<file path="config.mk">
export PLATFORM = sky130hd
export DESIGN_NAME = uart_rx_fifo
export DESIGN_NICKNAME = d
export VERILOG_FILES = /design/src/rtl/uart_rx_fifo.sv
export SDC_FILE = /design/constraint.sdc
export NUM_CORES = 1
export LEC_CHECK = 0
export CORE_ASPECT_RATIO = 1.1
export CORE_UTILIZATION = 64
export CTS_CLUSTER_DIAMETER = 120
export CTS_CLUSTER_SIZE = 14
export DETAILED_ROUTE_END_ITERATION = 10
export GPL_ROUTABILITY_DRIVEN = 0
export PLACE_DENSITY = 0.86
export SETUP_SLACK_MARGIN = 0.15
export SLEW_MARGIN = 20
export SYNTH_ARGS = -nofsm -noshare
export SYNTH_HDL_FRONTEND = slang
export SYNTH_SLANG_ARGS = --single-unit
</file>
<file path="constraint.sdc">
create_clock -name clk -period 8.1 [get_ports clk]
set_input_delay 1.62 -clock clk [delete_from_list [all_inputs] [get_ports clk]]
set_output_delay 1.62 -clock clk [all_outputs]
set_load 0.02 [all_outputs]
</file>
<file path="src/rtl/uart_rx_fifo.sv">
// uart_rx_fifo: DEPTH-entry circular byte FIFO between the UART receiver and the CPU-facing peripheral.
// Latency: a byte is readable one cycle after its in_ready rising edge; rd_data/rd_valid follow rd_en by one cycle.
// Backpressure: none toward the receiver; a byte arriving while full is dropped and flagged in sticky overrun.
module uart_rx_fifo #(
    parameter int DEPTH  = 16,
    parameter int THRESH = 8
) (
    input  logic                   clk,
    input  logic                   rst_n,
    input  logic [7:0]             in_data,
    input  logic                   in_ready,
    input  logic                   rd_en,
    input  logic                   flush,
    input  logic                   clr_ovr,
    output logic [7:0]             rd_data,
    output logic                   rd_valid,
    output logic [$clog2(DEPTH):0] count,
    output logic                   empty,
    output logic                   full,
    output logic                   thresh,
    output logic                   overrun
);
    localparam int AW = $clog2(DEPTH);
    localparam int CW = AW + 1;

    logic [7:0]    r_mem [DEPTH];
    logic [AW-1:0] r_wp;
    logic [AW-1:0] r_rp;
    logic [CW-1:0] r_count;
    logic          r_in_ready_d;
    logic [7:0]    r_rd_data;
    logic          r_rd_valid;
    logic          r_overrun;

    logic w_wr_req;
    logic w_empty;
    logic w_full;
    logic w_rd_acc;
    logic w_wr_acc;
    logic w_drop;

    // in_ready_d resets high so a level already high at reset release is not taken as a new byte.
    assign w_wr_req = in_ready & ~r_in_ready_d;
    assign w_empty  = (r_count == '0);
    assign w_full   = (r_count == CW'(DEPTH));

    // Flush overrides everything; a full FIFO still accepts a write when a read frees a slot in the same cycle.
    assign w_rd_acc = rd_en & ~w_empty & ~flush;
    assign w_wr_acc = w_wr_req & (~w_full | w_rd_acc) & ~flush;
    assign w_drop   = w_wr_req & w_full & ~w_rd_acc & ~flush;

    // Storage array: written on accepted writes only, never reset.
    always_ff @(posedge clk) begin
        if (w_wr_acc) begin
            r_mem[r_wp] <= in_data;
        end
    end

    // Pointers, occupancy, read data register and status flags.
    always_ff @(posedge clk or negedge rst_n) begin
        if (!rst_n) begin
            r_wp         <= '0;
            r_rp         <= '0;
            r_count      <= '0;
            r_in_ready_d <= 1'b1;
            r_rd_data    <= 8'h00;
            r_rd_valid   <= 1'b0;
            r_overrun    <= 1'b0;
        end else begin
            r_in_ready_d <= in_ready;
            r_rd_valid   <= w_rd_acc;
            if (flush) begin
                r_wp      <= '0;
                r_rp      <= '0;
                r_count   <= '0;
                r_overrun <= 1'b0;
            end else begin
                if (w_rd_acc) begin
                    r_rd_data <= r_mem[r_rp];
                    r_rp      <= r_rp + AW'(1);
                end
                if (w_wr_acc) begin
                    r_wp <= r_wp + AW'(1);
                end
                if (w_wr_acc && !w_rd_acc) begin
                    r_count <= r_count + CW'(1);
                end else if (w_rd_acc && !w_wr_acc) begin
                    r_count <= r_count - CW'(1);
                end
                // A drop in the same cycle as clr_ovr keeps the flag set.
                if (w_drop) begin
                    r_overrun <= 1'b1;
                end else if (clr_ovr) begin
                    r_overrun <= 1'b0;
                end
            end
        end
    end

    assign rd_data  = r_rd_data;
    assign rd_valid = r_rd_valid;
    assign count    = r_count;
    assign empty    = w_empty;
    assign full     = w_full;
    assign thresh   = (r_count >= CW'(THRESH));
    assign overrun  = r_overrun;

endmodule

</file>
; Yosys cells after proc, flatten, opt, wreduce, memory -nomap -nowiden
; Memory sizes are Yosys's and may differ from the RTL's. A register that Yosys moved wholly into a read port is not among the register bits.
; Cells that the tools add are included.
[word_totals]
ff_bits = 16
latch_bits = 0
ram_bits = 128
rom_bits = 0
inputBits = 14
output_inout_bits = 18
wordCells = 50
mem_count = 1
[mem_list]
columns = memory, words, width, rd, rd_clocked_by_memory_dff, wr, line_no
row1 = r_mem, 16, 8, 1, 1, 1, 26  ; logic [7:0] r_mem [DEPTH];
[classes]
addsub = 4
mul = 0
n_div = 0
order_cmp = 1
n_eq_ne = 1
shift = 0
mux = 12
n_bitwise = 14
n_reduce_logical = 11
[ops]
columns = cell, n
row1 = 4-bit 2-to-1 mux, 4
row2 = 5-bit 2-to-1 mux, 3
row3 = 4-bit by 1-bit adder with 4-bit output (second input constant), 2
row4 = 1-bit bitwise AND, 8
row5 = 3-bit nonzero test, 2
row6 = 5-bit by 1-bit adder with 5-bit output (second input constant), 1
row7 = 5-bit equality test (second input constant), 1
row8 = 5-bit by 4-bit greater-or-equal comparator with 1-bit output (second input constant), 1
row9 = 5-bit zero test, 1
row10 = 1-bit 2-to-1 mux, 5
row11 = 1-bit inverter, 5
row12 = 5-bit by 1-bit subtractor with 5-bit output (second input constant), 1
row13 = 2-bit nonzero test, 2
row14 = 1-bit zero test, 3
row15 = 1-bit logical AND, 2
row16 = 2-bit AND reduction, 1
row17 = 1-bit bitwise OR, 1

; Depth between registers and ports, before layout
[depth]
ltp_word = 12
depth_mapped = 9
mapped_depth_nobuf = 8

; Worst setup path after synthesis
; No wires, ideal clock.
[synth_path]
kind = input to register
start = input port flush
end = register r_count[4] (netlist: count[4])
setup_time_ps = 78
arrival_ps = 3766
t_required_ps = 8022
path_slack_ps = 4256
stages = 9
path_buffers = 1
path_cell_list = buf_2 nand2b_1 a31oi_1 nand3_1 ha_1 a21oi_1 a211o_1 o221a_2 a21oi_1
[synth_between]
elab_chain_len = 8
elab_cells_between_ends = 12
cone_classes = mux: 2 / bitwise: 5 / reduce/logical: 5
[synth_rtl]
columns = element, line_no
row1 = "start, declared", 13  ; input logic flush,
row2 = 1-bit inverter, "48, 49"
row3 = 1-bit bitwise AND, 48  ; assign w_rd_acc = rd_en & ~w_empty & ~flush;
row4 = 1-bit bitwise OR, 49  ; assign w_wr_acc = w_wr_req & (~w_full | w_rd_acc) & ~flush;
row5 = 1-bit bitwise AND (2 in series), 49
row6 = 1-bit logical AND / 1-bit zero test (equally long branches), "85, 87"
row7 = 5-bit 2-to-1 mux / 1-bit logical AND (equally long branches), "85, 87"
row8 = 5-bit 2-to-1 mux / 3-bit nonzero test (equally long branches), n/a
row9 = "end signal, assigned", 86  ; r_count <= r_count + CW'(1);
row10 = "end signal, assigned", 88  ; r_count <= r_count - CW'(1);
row11 = "end, declared", 29  ; logic [CW-1:0] r_count;
; Several ways; a longest one is shown, not always the timed one.
; A chain may end at the register's enable or synchronous reset.

; Worst setup path after layout
; Same ends and word-level chain as after synthesis.

==> results.yml <==
routing:
  vias: 3281
  dr.first_iter.drc_count: 336
  routedWlPerCell_um: 23.2
  route.detailed.vias_per_inst: 6.45
  postRouteWirelength_um: 11800
  drt_drc_violations_left: 0
  drt_pre_antenna_iters: 5
  final_antenna_net_count: 0
cells_and_area:
  utilization_after_layout_pct: 76.0
  ff_latch_area_sq_um: 4450
  design_area_sq_um: 7180
  post_route_cells_drive_above_1_share_pct: 20.2
  num-nets-final: 403
  insertedDiodeCount: 0
  multi_input_comb_area_sq_um: 1690
  fill_cells: 513
  syn_to_final_growth_pct: 14.8
place:
  placement.setup.worst_slack_ns: 3.21
  hpwl_um: 7310
  numPortBuffers: 31
  detailed_place.area_sq_um: 6660
global_routing:
  grt_overflow: 0
  grt.total_usage_pct: 26.1
  number_of_global_route_vias_before_repair: 3341
  global_route_wire_length_before_repair_um: 18200
  pin_count_of_the_biggest_net_entering_global_routing: 36
  antenna_found_initial: 0
floorplanning:
  die-area_sq_um: 10200
  number_of_ports_placed_on_the_die_boundary: 32
  rows: 37
  fp.dieH_um: 106
  core_region_area_sq_um: 9440
  fp.dieW_um: 96.2
  floorplan.initialDensity_pct: 66.2
clock_tree:
  total_clock_buffers_created_by_cts: 17
  cts_sinks: 152
  htree_num_levels: 4
  cts_setup_buffers: 0
  tritoncts: "built"
  max-clock-path-buffers: 2
  clk_slew_on_worst_s_h_paths_ns: 0.06
  worstSkewPairLatency_ns: 0.51
  cts.root.buffer_cell: "sky130_fd_sc_hd__clkbuf_8"
  post_cts_resized: 0
  cts_hold_repair.buffers: 0
logic_synthesis:
  synth_fp_nets: 366
  synthArstFlopShare_pct: 15.8
  netlist.area_leader.share_pct: 61.5
  synth_cells: 342
  area_contributors_post_synth: "sky130_fd_sc_hd__edfxtp_1 (61%), sky130_fd_sc_hd__mux4_2 (12%), sky130_fd_sc_hd__dfrtp_1 (9.2%)"
  synth-seq-area-share_pct: 71.1
  number_of_flops_mapped_to_enable_cells_by_yosys: 128
  mean_post_synth_cell_area_sq_um: 18.3
  netlist_area_sq_um: 6250
  netlist.top_cell.by_area: "sky130_fd_sc_hd__edfxtp_1"
  ys_seq_elements: 152
  synthDistinctLibCells: 44
  yosys_warnings: 0
  synth-main-ff-cell: "sky130_fd_sc_hd__edfxtp_1"
pwr:
  worst_ir_drop_vdd_uv: 162
  power_dissipated_by_switching_net_loads_uw: 553
  power_per_cell_area_nw_per_um2: 284
  power.share.clock_pct: 33.5
  combPwrFrac_pct: 20.1
  internal_power_uw: 1480
  power_switching_share_pct: 27.1
  pwr-share-seq_pct: 46.4
  power.static_leakage_uw: 0.00238
worst_setup_path:
  worstPathArrival_ns: 4.82
  crit_required_ns: 8.53
  worstPathCellList: "clkdlybuf4s50_1, nand2b_1, a31oi_1, nand3_1, ha_1, nand3_1, a211o_1, o221a_2, a21oi_1"
  setup.reg_to_reg.worst_slack_ns: 4.85
  worstSetupEndpointType: "register"
  setup.worst_path.class: "in -> reg"
  ff2ff_path_depth: 8
  critical-path-max-stage-delay_ns: 0.73
  crit_top_cell: "sky130_fd_sc_hd__nand3_1"
  crit_buf_inv: 1
  r2r-start: "count[0]$_DFFE_PN0P_"
  timing.rr.end: "count[4]$_DFFE_PN0P_"
  critical_path.top_delay_family: "compound AO/OA/AOI/OAI gates"
  critPathLaunchType: "input pin"
  cp_slowest_cell: "sky130_fd_sc_hd__clkdlybuf4s50_1"
  timing.critical_path.fanout_max: 19
worst_hold_path:
  holdPathEnd: "rd_data[0]$_DFFE_PN0P_"
  hp-class: "reg -> reg"
  timing.hold.worst.start: "rd_data[0]$_DFFE_PN0P_"
  worst_hold_path.num_cells: 2
sta:
  report.final.setup_viol: 0
  slew_violations: 0
  final.period_utilization_pct: 54.2
  fmaxAchievable_ghz: 0.228
  slew_headroom_pct: 25.7
  finalWorstPathRequiredPeriod_ns: 4.39
  unrepaired_setup_endpoints_after_global_routing: "false"
  hold_ws_ns: 0.507
  timing.final.hold_violations: 0
  tightestPinTransition_ns: 1.12
  fin_ws_ns: 3.71
  worst_clock_skew_ns: 0.00618
  setup_tns_ns: 0
status:
  outcome: "finished clean"
run:
  maxCapViolations: 0
==> through the flow <==
stage	std cells	power, uW
after detailed placement	477	1370
after floorplan	342	1230
after global routing	509	2120
final	509	2040
after global placement	477	1350
after CTS	509	2050
==> power by group through the flow <==
stage	registers [uW]	clock network, uW	logic [uW]
after floorplan	963	0	263
after global placement	958	0	394
after detailed placement	961	0	410
after CTS	945	693	413
after global routing	951	727	445
final	945	682	409
==> flip-flops by register name (all words and copies together) (netlist names) <==
name          count
r_mem           128
rd_data           8
r_in_ready_d      1
overrun           1
rd_valid          1
count             5
r_rp              4
r_wp              4
==> placed cells by master, fill, tap and decap left out, drive strengths merged, types with 2 or more instances in the layout <==
cell type	count
clkinv	7
o21ai	3
clkbuf	23
nor3	4
nor2b	3
o221ai	8
a211o	2
buf	6
clkdlybuf4s50	31
a21oi	8
inv	7
or3	2
dfrtp	23
nand4	3
nor2	23
ha	9
mux2	5
nand2	15
clkinvlp	2
xnor2	2
a21o	2
edfxtp	128
mux4	32
mux2i	18
nand3	7
nand2b	7
==> metal layers <==
layer  vias to the layer above  global-route usage [%]  share of wire, %
met4                         0                    9.70               1.6
li1                       1434                       -                 -
met3                        17                    6.78               6.0
met2                       132                    42.2                53
met5                         -                       0                 0
met1                      1698                    34.0                40
==> how the worst max path moves through the flow <==
stage	start	to	slack, ns	cells after the start
2_1_floorplan	flush	count[4]$_DFFE_PN0P_	4.26	9
3_3_place_gp	flush	count[4]$_DFFE_PN0P_	3.37	9
3_5_place_dp	flush	count[4]$_DFFE_PN0P_	3.21	9
4_1_cts	flush	count[4]$_DFFE_PN0P_	3.74	9
5_1_grt	flush	count[4]$_DFFE_PN0P_	3.57	9
6_report	flush	count[4]$_DFFE_PN0P_	3.71	9
==> cells by family after synthesis <==
kind of cell	synth area share, %
and+or+nand+nor	5.20
buffers and inverters	1.92
adders and majority gates	2.12
xor gates and xnor gates	0.420
muxes	15.3
AOI/OAI and AO/OA	3.92
DFF	71.1
==> cells in the mapped netlist, types with 2 or more instances <==
| library cell | count |
|---|---|
| sky130_fd_sc_hd__edfxtp_1 | 128 |
| sky130_fd_sc_hd__mux4_2 | 32 |
| sky130_fd_sc_hd__dfrtp_1 | 23 |
| sky130_fd_sc_hd__nor2_1 | 22 |
| sky130_fd_sc_hd__mux2i_1 | 18 |
| sky130_fd_sc_hd__nand2_1 | 15 |
| sky130_fd_sc_hd__ha_1 | 9 |
| sky130_fd_sc_hd__a21oi_1 | 8 |
| sky130_fd_sc_hd__buf_2 | 8 |
| sky130_fd_sc_hd__o221ai_1 | 8 |
| sky130_fd_sc_hd__nand2b_1 | 7 |
| sky130_fd_sc_hd__nand3_1 | 7 |
| sky130_fd_sc_hd__inv_1 | 6 |
| sky130_fd_sc_hd__clkbuf_1 | 5 |
| sky130_fd_sc_hd__mux2_1 | 4 |
| sky130_fd_sc_hd__nor3_1 | 4 |
| sky130_fd_sc_hd__buf_1 | 3 |
| sky130_fd_sc_hd__nand4_1 | 3 |
| sky130_fd_sc_hd__nor2b_1 | 3 |
| sky130_fd_sc_hd__a21o_1 | 2 |
| sky130_fd_sc_hd__o21ai_0 | 2 |
| sky130_fd_sc_hd__or3_1 | 2 |
| sky130_fd_sc_hd__xnor2_1 | 2 |
==> cell type report <==
class | count | share of cell area [%]
Timing Repair Buffer | 37 | 4.95
Sequential cell | 152 | 61.9
Clock inverter | 9 | 0.714
Tap cell | 117 | 2.04
Multi-Input combinational cell | 164 | 23.5
Inverter | 7 | 0.366
Clock buffer | 23 | 6.50
==> worst register-to-register path, delay by kind of cell, from the launching register on <==
| family | cells | cell delay [ns] |
|---|---|---|
| simple gates | 3 | 1.16 |
| fa+ha+maj | 1 | 0.44 |
| flops | 1 | 0.47 |
| compound gates | 4 | 1.11 |
Power figures use the tool's default switching activity.
